`src/rtl/pipeline_stall_controller.sv`:
```
// Stall/flush sequencer for the 5-stage pipeline.
// It merges four hold/flush sources into one set of pipeline-register enables:
//   - data-memory wait
//   - multi-cycle EX operations
//   - taken branches
//   - load-use hazards
// It also issues the multi-cycle unit start pulse, flags memory timeouts and
// counts stall cycles.
//
// state   | meaning
// --------+------------------------------------------------------------
// RUN     | normal issue; a multi-cycle op in EX starts the unit
// MC_BUSY | multi-cycle unit running; front end held until mc_done
module pipeline_stall_controller #(
   parameter int unsigned MEM_TIMEOUT = 255,
   parameter int unsigned CNT_W       = 32
) (
   input  logic             clk,
   input  logic             rstn,
   input  logic [4:0]       stallctrlin_id_rs1_addr,
   input  logic [4:0]       stallctrlin_id_rs2_addr,
   input  logic             stallctrlin_id_rs1_used,
   input  logic             stallctrlin_id_rs2_used,
   input  logic [4:0]       stallctrlin_ex_rd_addr,
   input  logic             stallctrlin_ex_is_load,
   input  logic             stallctrlin_ex_branch_taken,
   input  logic             stallctrlin_ex_mc_op,
   input  logic             stallctrlin_mc_done,
   input  logic             stallctrlin_mem_req,
   input  logic             stallctrlin_mem_ready,
   output logic             stallctrlout_pc_write,
   output logic             stallctrlout_ifid_write,
   output logic             stallctrlout_idex_write,
   output logic             stallctrlout_exmem_write,
   output logic             stallctrlout_ifid_flush,
   output logic             stallctrlout_idex_flush,
   output logic             stallctrlout_exmem_flush,
   output logic             stallctrlout_memwb_flush,
   output logic             stallctrlout_mc_start,
   output logic             stallctrlout_mem_timeout,
   output logic [CNT_W-1:0] stallctrlout_stall_count
);

   typedef enum logic {RUN = 1'b0, MC_BUSY = 1'b1} state_t;

   localparam logic [15:0] LP_TIMEOUT = 16'(MEM_TIMEOUT);

   state_t           r_state;
   state_t           w_state_nxt;
   logic             r_mc_done_seen;
   logic             w_done_seen_nxt;
   logic [15:0]      r_wait_cnt;
   logic [15:0]      w_wait_inc;
   logic             r_mem_timeout;
   logic [CNT_W-1:0] r_stall_count;

   logic w_mem_freeze, w_mc_hold, w_load_use, w_rs1_hit, w_rs2_hit;
   logic w_pc_write, w_ifid_write, w_idex_write, w_exmem_write;
   logic w_ifid_flush, w_idex_flush, w_exmem_flush, w_memwb_flush, w_mc_start;

   assign w_mem_freeze = stallctrlin_mem_req & ~stallctrlin_mem_ready;
   assign w_rs1_hit    = stallctrlin_id_rs1_used & (stallctrlin_id_rs1_addr == stallctrlin_ex_rd_addr);
   assign w_rs2_hit    = stallctrlin_id_rs2_used & (stallctrlin_id_rs2_addr == stallctrlin_ex_rd_addr);
   assign w_load_use   = stallctrlin_ex_is_load & (stallctrlin_ex_rd_addr != 5'd0) & (w_rs1_hit | w_rs2_hit);
   // A done pulse seen while memory was frozen releases the hold just like a live pulse.
   assign w_mc_hold    = ((r_state == RUN) & stallctrlin_ex_mc_op) |
                         ((r_state == MC_BUSY) & ~stallctrlin_mc_done & ~r_mc_done_seen);

   // Priority resolution: memory freeze, multi-cycle hold, branch, load-use.
   always_comb begin
      w_pc_write      = 1'b1;
      w_ifid_write    = 1'b1;
      w_idex_write    = 1'b1;
      w_exmem_write   = 1'b1;
      w_ifid_flush    = 1'b0;
      w_idex_flush    = 1'b0;
      w_exmem_flush   = 1'b0;
      w_memwb_flush   = 1'b0;
      w_mc_start      = 1'b0;
      w_state_nxt     = r_state;
      w_done_seen_nxt = r_mc_done_seen;
      if (w_mem_freeze) begin
         w_pc_write    = 1'b0;
         w_ifid_write  = 1'b0;
         w_idex_write  = 1'b0;
         w_exmem_write = 1'b0;
         w_memwb_flush = 1'b1;
         if ((r_state == MC_BUSY) && stallctrlin_mc_done)
            w_done_seen_nxt = 1'b1;
      end else if (w_mc_hold) begin
         w_pc_write    = 1'b0;
         w_ifid_write  = 1'b0;
         w_idex_write  = 1'b0;
         w_exmem_flush = 1'b1;
         // Start only from RUN; leaving RUN on this edge prevents a second pulse.
         if (r_state == RUN) begin
            w_mc_start  = 1'b1;
            w_state_nxt = MC_BUSY;
         end
      end else begin
         if (r_state == MC_BUSY) begin
            w_state_nxt     = RUN;
            w_done_seen_nxt = 1'b0;
         end
         if (stallctrlin_ex_branch_taken) begin
            w_ifid_flush = 1'b1;
            w_idex_flush = 1'b1;
         end else if (w_load_use) begin
            w_pc_write   = 1'b0;
            w_ifid_write = 1'b0;
            w_idex_flush = 1'b1;
         end
      end
   end

   // FSM state and latched done pulse.
   always_ff @(posedge clk or negedge rstn) begin
      if (!rstn) begin
         r_state        <= RUN;
         r_mc_done_seen <= 1'b0;
      end else begin
         r_state        <= w_state_nxt;
         r_mc_done_seen <= w_done_seen_nxt;
      end
   end

   // The wait counter saturates so a very long wait can never wrap and re-arm.
   assign w_wait_inc = (r_wait_cnt == 16'hFFFF) ? r_wait_cnt : r_wait_cnt + 16'd1;

   // Consecutive memory-wait counter and sticky timeout flag.
   always_ff @(posedge clk or negedge rstn) begin
      if (!rstn) begin
         r_wait_cnt    <= 16'd0;
         r_mem_timeout <= 1'b0;
      end else if (w_mem_freeze) begin
         r_wait_cnt <= w_wait_inc;
         if (w_wait_inc >= LP_TIMEOUT)
            r_mem_timeout <= 1'b1;
      end else begin
         r_wait_cnt <= 16'd0;
      end
   end

   // Saturating count of cycles in which the PC is held.
   always_ff @(posedge clk or negedge rstn) begin
      if (!rstn)
         r_stall_count <= '0;
      else if (!w_pc_write && (r_stall_count != '1))
         r_stall_count <= r_stall_count + CNT_W'(1);
   end

   // While in reset every stage is bubbled and nothing advances.
   assign stallctrlout_pc_write    = rstn & w_pc_write;
   assign stallctrlout_ifid_write  = rstn & w_ifid_write;
   assign stallctrlout_idex_write  = rstn & w_idex_write;
   assign stallctrlout_exmem_write = rstn & w_exmem_write;
   assign stallctrlout_ifid_flush  = ~rstn | w_ifid_flush;
   assign stallctrlout_idex_flush  = ~rstn | w_idex_flush;
   assign stallctrlout_exmem_flush = ~rstn | w_exmem_flush;
   assign stallctrlout_memwb_flush = ~rstn | w_memwb_flush;
   assign stallctrlout_mc_start    = rstn & w_mc_start;
   assign stallctrlout_mem_timeout = r_mem_timeout;
   assign stallctrlout_stall_count = r_stall_count;

endmodule

```
`config.mk`:
```
export PLATFORM = sky130hd
export DESIGN_NAME = pipeline_stall_controller
export DESIGN_NICKNAME = d
export VERILOG_FILES = /design/src/rtl/pipeline_stall_controller.sv
export SDC_FILE = /design/constraint.sdc
export NUM_CORES = 1
export LEC_CHECK = 0
export BUFFER_PORTS_ARGS = -buffer_cell sky130_fd_sc_hd__buf_2
export CORE_UTILIZATION = 45
export CTS_CLUSTER_DIAMETER = 200
export DETAILED_ROUTE_END_ITERATION = 10
export PLACE_DENSITY_LB_ADDON = 0.1
export SYNTH_ARGS = -nofsm -noshare
export SYNTH_HDL_FRONTEND = slang
export SYNTH_SLANG_ARGS = --single-unit
```
`constraint.sdc`:
```
create_clock -name clk -period 7.95 [get_ports clk]
set_clock_uncertainty 0.1 [all_clocks]
set_input_delay 2.385 -clock clk [delete_from_list [all_inputs] [get_ports clk]]
set_output_delay 2.385 -clock clk [all_outputs]
set_load 0.02 [all_outputs]
```
==> metrics.txt <==
status=finished, final reports clean; Die ar.=6800 sq um; largest family of logic cells by synthesized area=simple AND/OR/NAND/NOR gates; vias per cell=5.51; row cnt=28; initial core utilization=0.478; Worst Tran Pin Value=0.717 ns; post-synthesis mux area share=0.00343; Switching Share=0.340; Clock Latency Late Sink=0.31 ns; unrepaired setup endpoints after global routing=no; largest net degree at the start of global routing=50; Vias=2539; Pleak=1.65 nW; global-route wire length before repair=10900 um; post-synthesis to final-layout area growth=15.8%; f_max=155 MHz; Horiz. Die Dim=82.5 um; post-synthesis sequential area ratio=0.438; post-synthesis xor/xnor area fraction=0.150; number of global-route vias before repair=2257; # port buffers=66; Clock Power Share=0.249; total power=0.000595 W; Mean Syn Cell Area=8.99 sq um; All-Layer GR Usage=0.209; post-CTS setup buffers=0; worst slack at placement=1.51 ns; post-synthesis cell type count=43; Core Util, Final=0.554; post-layout min period=6.43 ns; Worst EP required=5.47 ns; diode count=0; Yosys reg bits=51; PostCTS Resize Cnt=0; CP Capture Type=output port; clk sinks=51; H-tree depth=2; PwrDens=176 nW/um^2; internal cell power=0.000393 W; Synth Area in Adders=0.00859; antenna-violating nets left=0; Worst Hold Class=reg -> reg; core area=6100 sq um; drc violations=0; clk slew on worst S/H paths=0.10 ns; Slew headroom=0.522; post-DP HPWL=4720 um; setup slack, reg-to-reg=5.04 ns; Worst Reg-to-Reg Cells=8; Critical R2R Capture=stallctrlout_stall_count[27]; Max Cap Violations=0; layout cells sized above 1=0.212; CTS Hold Bufs=0; worst hold stages=1; Post-Synth Simple-Gate Area=0.292; reg2reg start=stallctrlout_stall_count[0]; CTS Buf Count=5; hold path start=stallctrlout_stall_count[13]; Final Hold Viols=0; worst setup margin=1.52 ns; IO Pins=67; DRT Wirelength=6470 um; crit path launch type=input port; clock root cell=clkbuf_8; switching power=0.000203 W; Synth Net Count=351; ys async rst share=1.00; setup TNS=0 ns; Max FO, Critical Path=3; Compound-Gate Fraction of Synth Area=0.0756; Netlist Area Pre-Place=2910 sq um; CTS Buffer Depth=2; Finish-stage setup viols=0; DIE HEIGHT=82.5 um; warning count from the yosys run=0; Initial DRC Count=127; TritonCTS clock tree=built; Hold Path Sink=stallctrlout_stall_count[13]; final net count=413; worst hold slack=0.392 ns; GRT Residual Overflow=0; DR WL/cell=14.0 um; Peak VDD IR=178 uV; number of flops mapped to enable cells by yosys=0; Arrival @ worst endpoint=3.95 ns; CP Class=in -> out; Top FF cell, synth=dfrtp_1; initial antenna violation count=0; DR pass1 iterations=4; sequential share of power=0.520; combinational power share=0.231; synthesized instance count=324; crit share post-route=0.809; GPL Wtd Cong=0.792; Max Slew Vio Count=0
[cell usage after synthesis (3+ instances only)]
| library cell | count | area, sq um |
|---|---|---|
| a21oi_1 | 8 | 40.0 |
| a31oi_1 | 8 | 50.1 |
| and2_1 | 4 | 25.0 |
| and3_1 | 7 | 43.8 |
| and4_1 | 4 | 35.0 |
| buf_4 | 3 | 22.5 |
| clkbuf_1 | 10 | 37.5 |
| dfrtp_1 | 51 | 1280 |
| inv_1 | 9 | 33.8 |
| nand2_1 | 34 | 128 |
| nand2b_1 | 3 | 18.8 |
| nand3_1 | 15 | 75.1 |
| nand4_1 | 18 | 113 |
| nor2_1 | 36 | 135 |
| nor3_1 | 10 | 50.1 |
| nor3b_1 | 3 | 22.5 |
| nor4_1 | 12 | 75.1 |
| o21ai_0 | 11 | 55.1 |
| xnor2_1 | 23 | 201 |
| xor2_1 | 27 | 236 |
[how the worst max path moves through the flow]
stage	start	to	slack, ns	depth (start not counted)
floorplan	stallctrlin_ex_rd_addr[0]	stallctrlout_pc_write	1.59	5
global placement	stallctrlin_ex_rd_addr[0]	stallctrlout_ifid_write	1.53	6
detailed placement	stallctrlin_ex_rd_addr[0]	stallctrlout_ifid_write	1.51	6
CTS	stallctrlin_ex_rd_addr[0]	stallctrlout_ifid_write	1.50	6
global route	stallctrlin_ex_rd_addr[0]	stallctrlout_ifid_write	1.43	6
finish	stallctrlin_ex_rd_addr[0]	stallctrlout_ifid_write	1.52	6
[worst max-delay path: stages]
cell,delay (ns)
buf_2,0.12
or4_1,0.52
o21a_1,0.21
a31oi_1,0.34
and2_1,0.20
buf_2,0.17
[state kept, by name, indices dropped and copies added, names as in the netlist]
register and flops:
stallctrlout_stall_count 32, r_wait_cnt 16, r_mc_done_seen 1, r_state 1
stallctrlout_mem_timeout 1
[cells by family (layout without fill, tap and decap cells)]
family | count (synthesis) | in the layout
buffers and inverters | 22 | 84
adders and majority gates | 2 | 2
AOI/OAI and AO/OA | 37 | 37
DFF | 51 | 51
and+or+nand+nor | 161 | 161
xor gates and xnor gates | 50 | 50
muxes | 1 | 1
[cells in the final DEF (no fill, tap or decap), types with 4 or more instances in the layout]
| master | instances |
|---|---|
| and2_1 | 4 |
| nor3_1 | 10 |
| and4_1 | 4 |
| xnor2_1 | 23 |
| nor2_1 | 36 |
| nand2_1 | 34 |
| buf_2 | 66 |
| a31oi_1 | 8 |
| and3_1 | 7 |
| dfrtp_1 | 51 |
| xor2_1 | 27 |
| nand3_1 | 15 |
| nor4_1 | 12 |
| o21ai_0 | 11 |
| inv_1 | 9 |
| clkbuf_8 | 5 |
| nand4_1 | 18 |
| a21oi_1 | 8 |
[routing by layer]
metal	global-route usage	up-vias	wire (um)
met1	0.307	1199	3280
met2	0.321	70	2850
met3	0.0407	5	307
li1	-	1265	-
met5	0	-	0
met4	0.0421	0	35
[area by class of cell]
cell class                 count  area [sq um]
clock buffer                   5          68.8
inverter                       9          33.8
sequential                    51          1280
timing repair buffer          68           345
clock inverter                 2          13.8
multi-input combinational    251          1540
fill                         606          2720
tap                           75          93.8
[power by group through the flow]
| stage | sequential (W) | clock (W) | combinational (W) |
|---|---|---|---|
| 4_1_cts | 0.000309 | 0.000154 | 0.000138 |
| 6_report | 0.000309 | 0.000148 | 0.000138 |
| 3_5_place_dp | 0.000314 | 0 | 0.000138 |
| 3_3_place_gp | 0.000314 | 0 | 0.000136 |
| 5_1_grt | 0.000313 | 0.000165 | 0.000153 |
| 2_1_floorplan | 0.000327 | 0 | 0.0000765 |
[metrics by stage]
step	instances	area, sq um
2_1_floorplan	324	2910
3_3_place_gp	454	3290
3_5_place_dp	454	3290
4_1_cts	461	3380
5_1_grt	461	3380
6_report	461	3380
No activity file was read; power rests on OpenSTA's default activity.
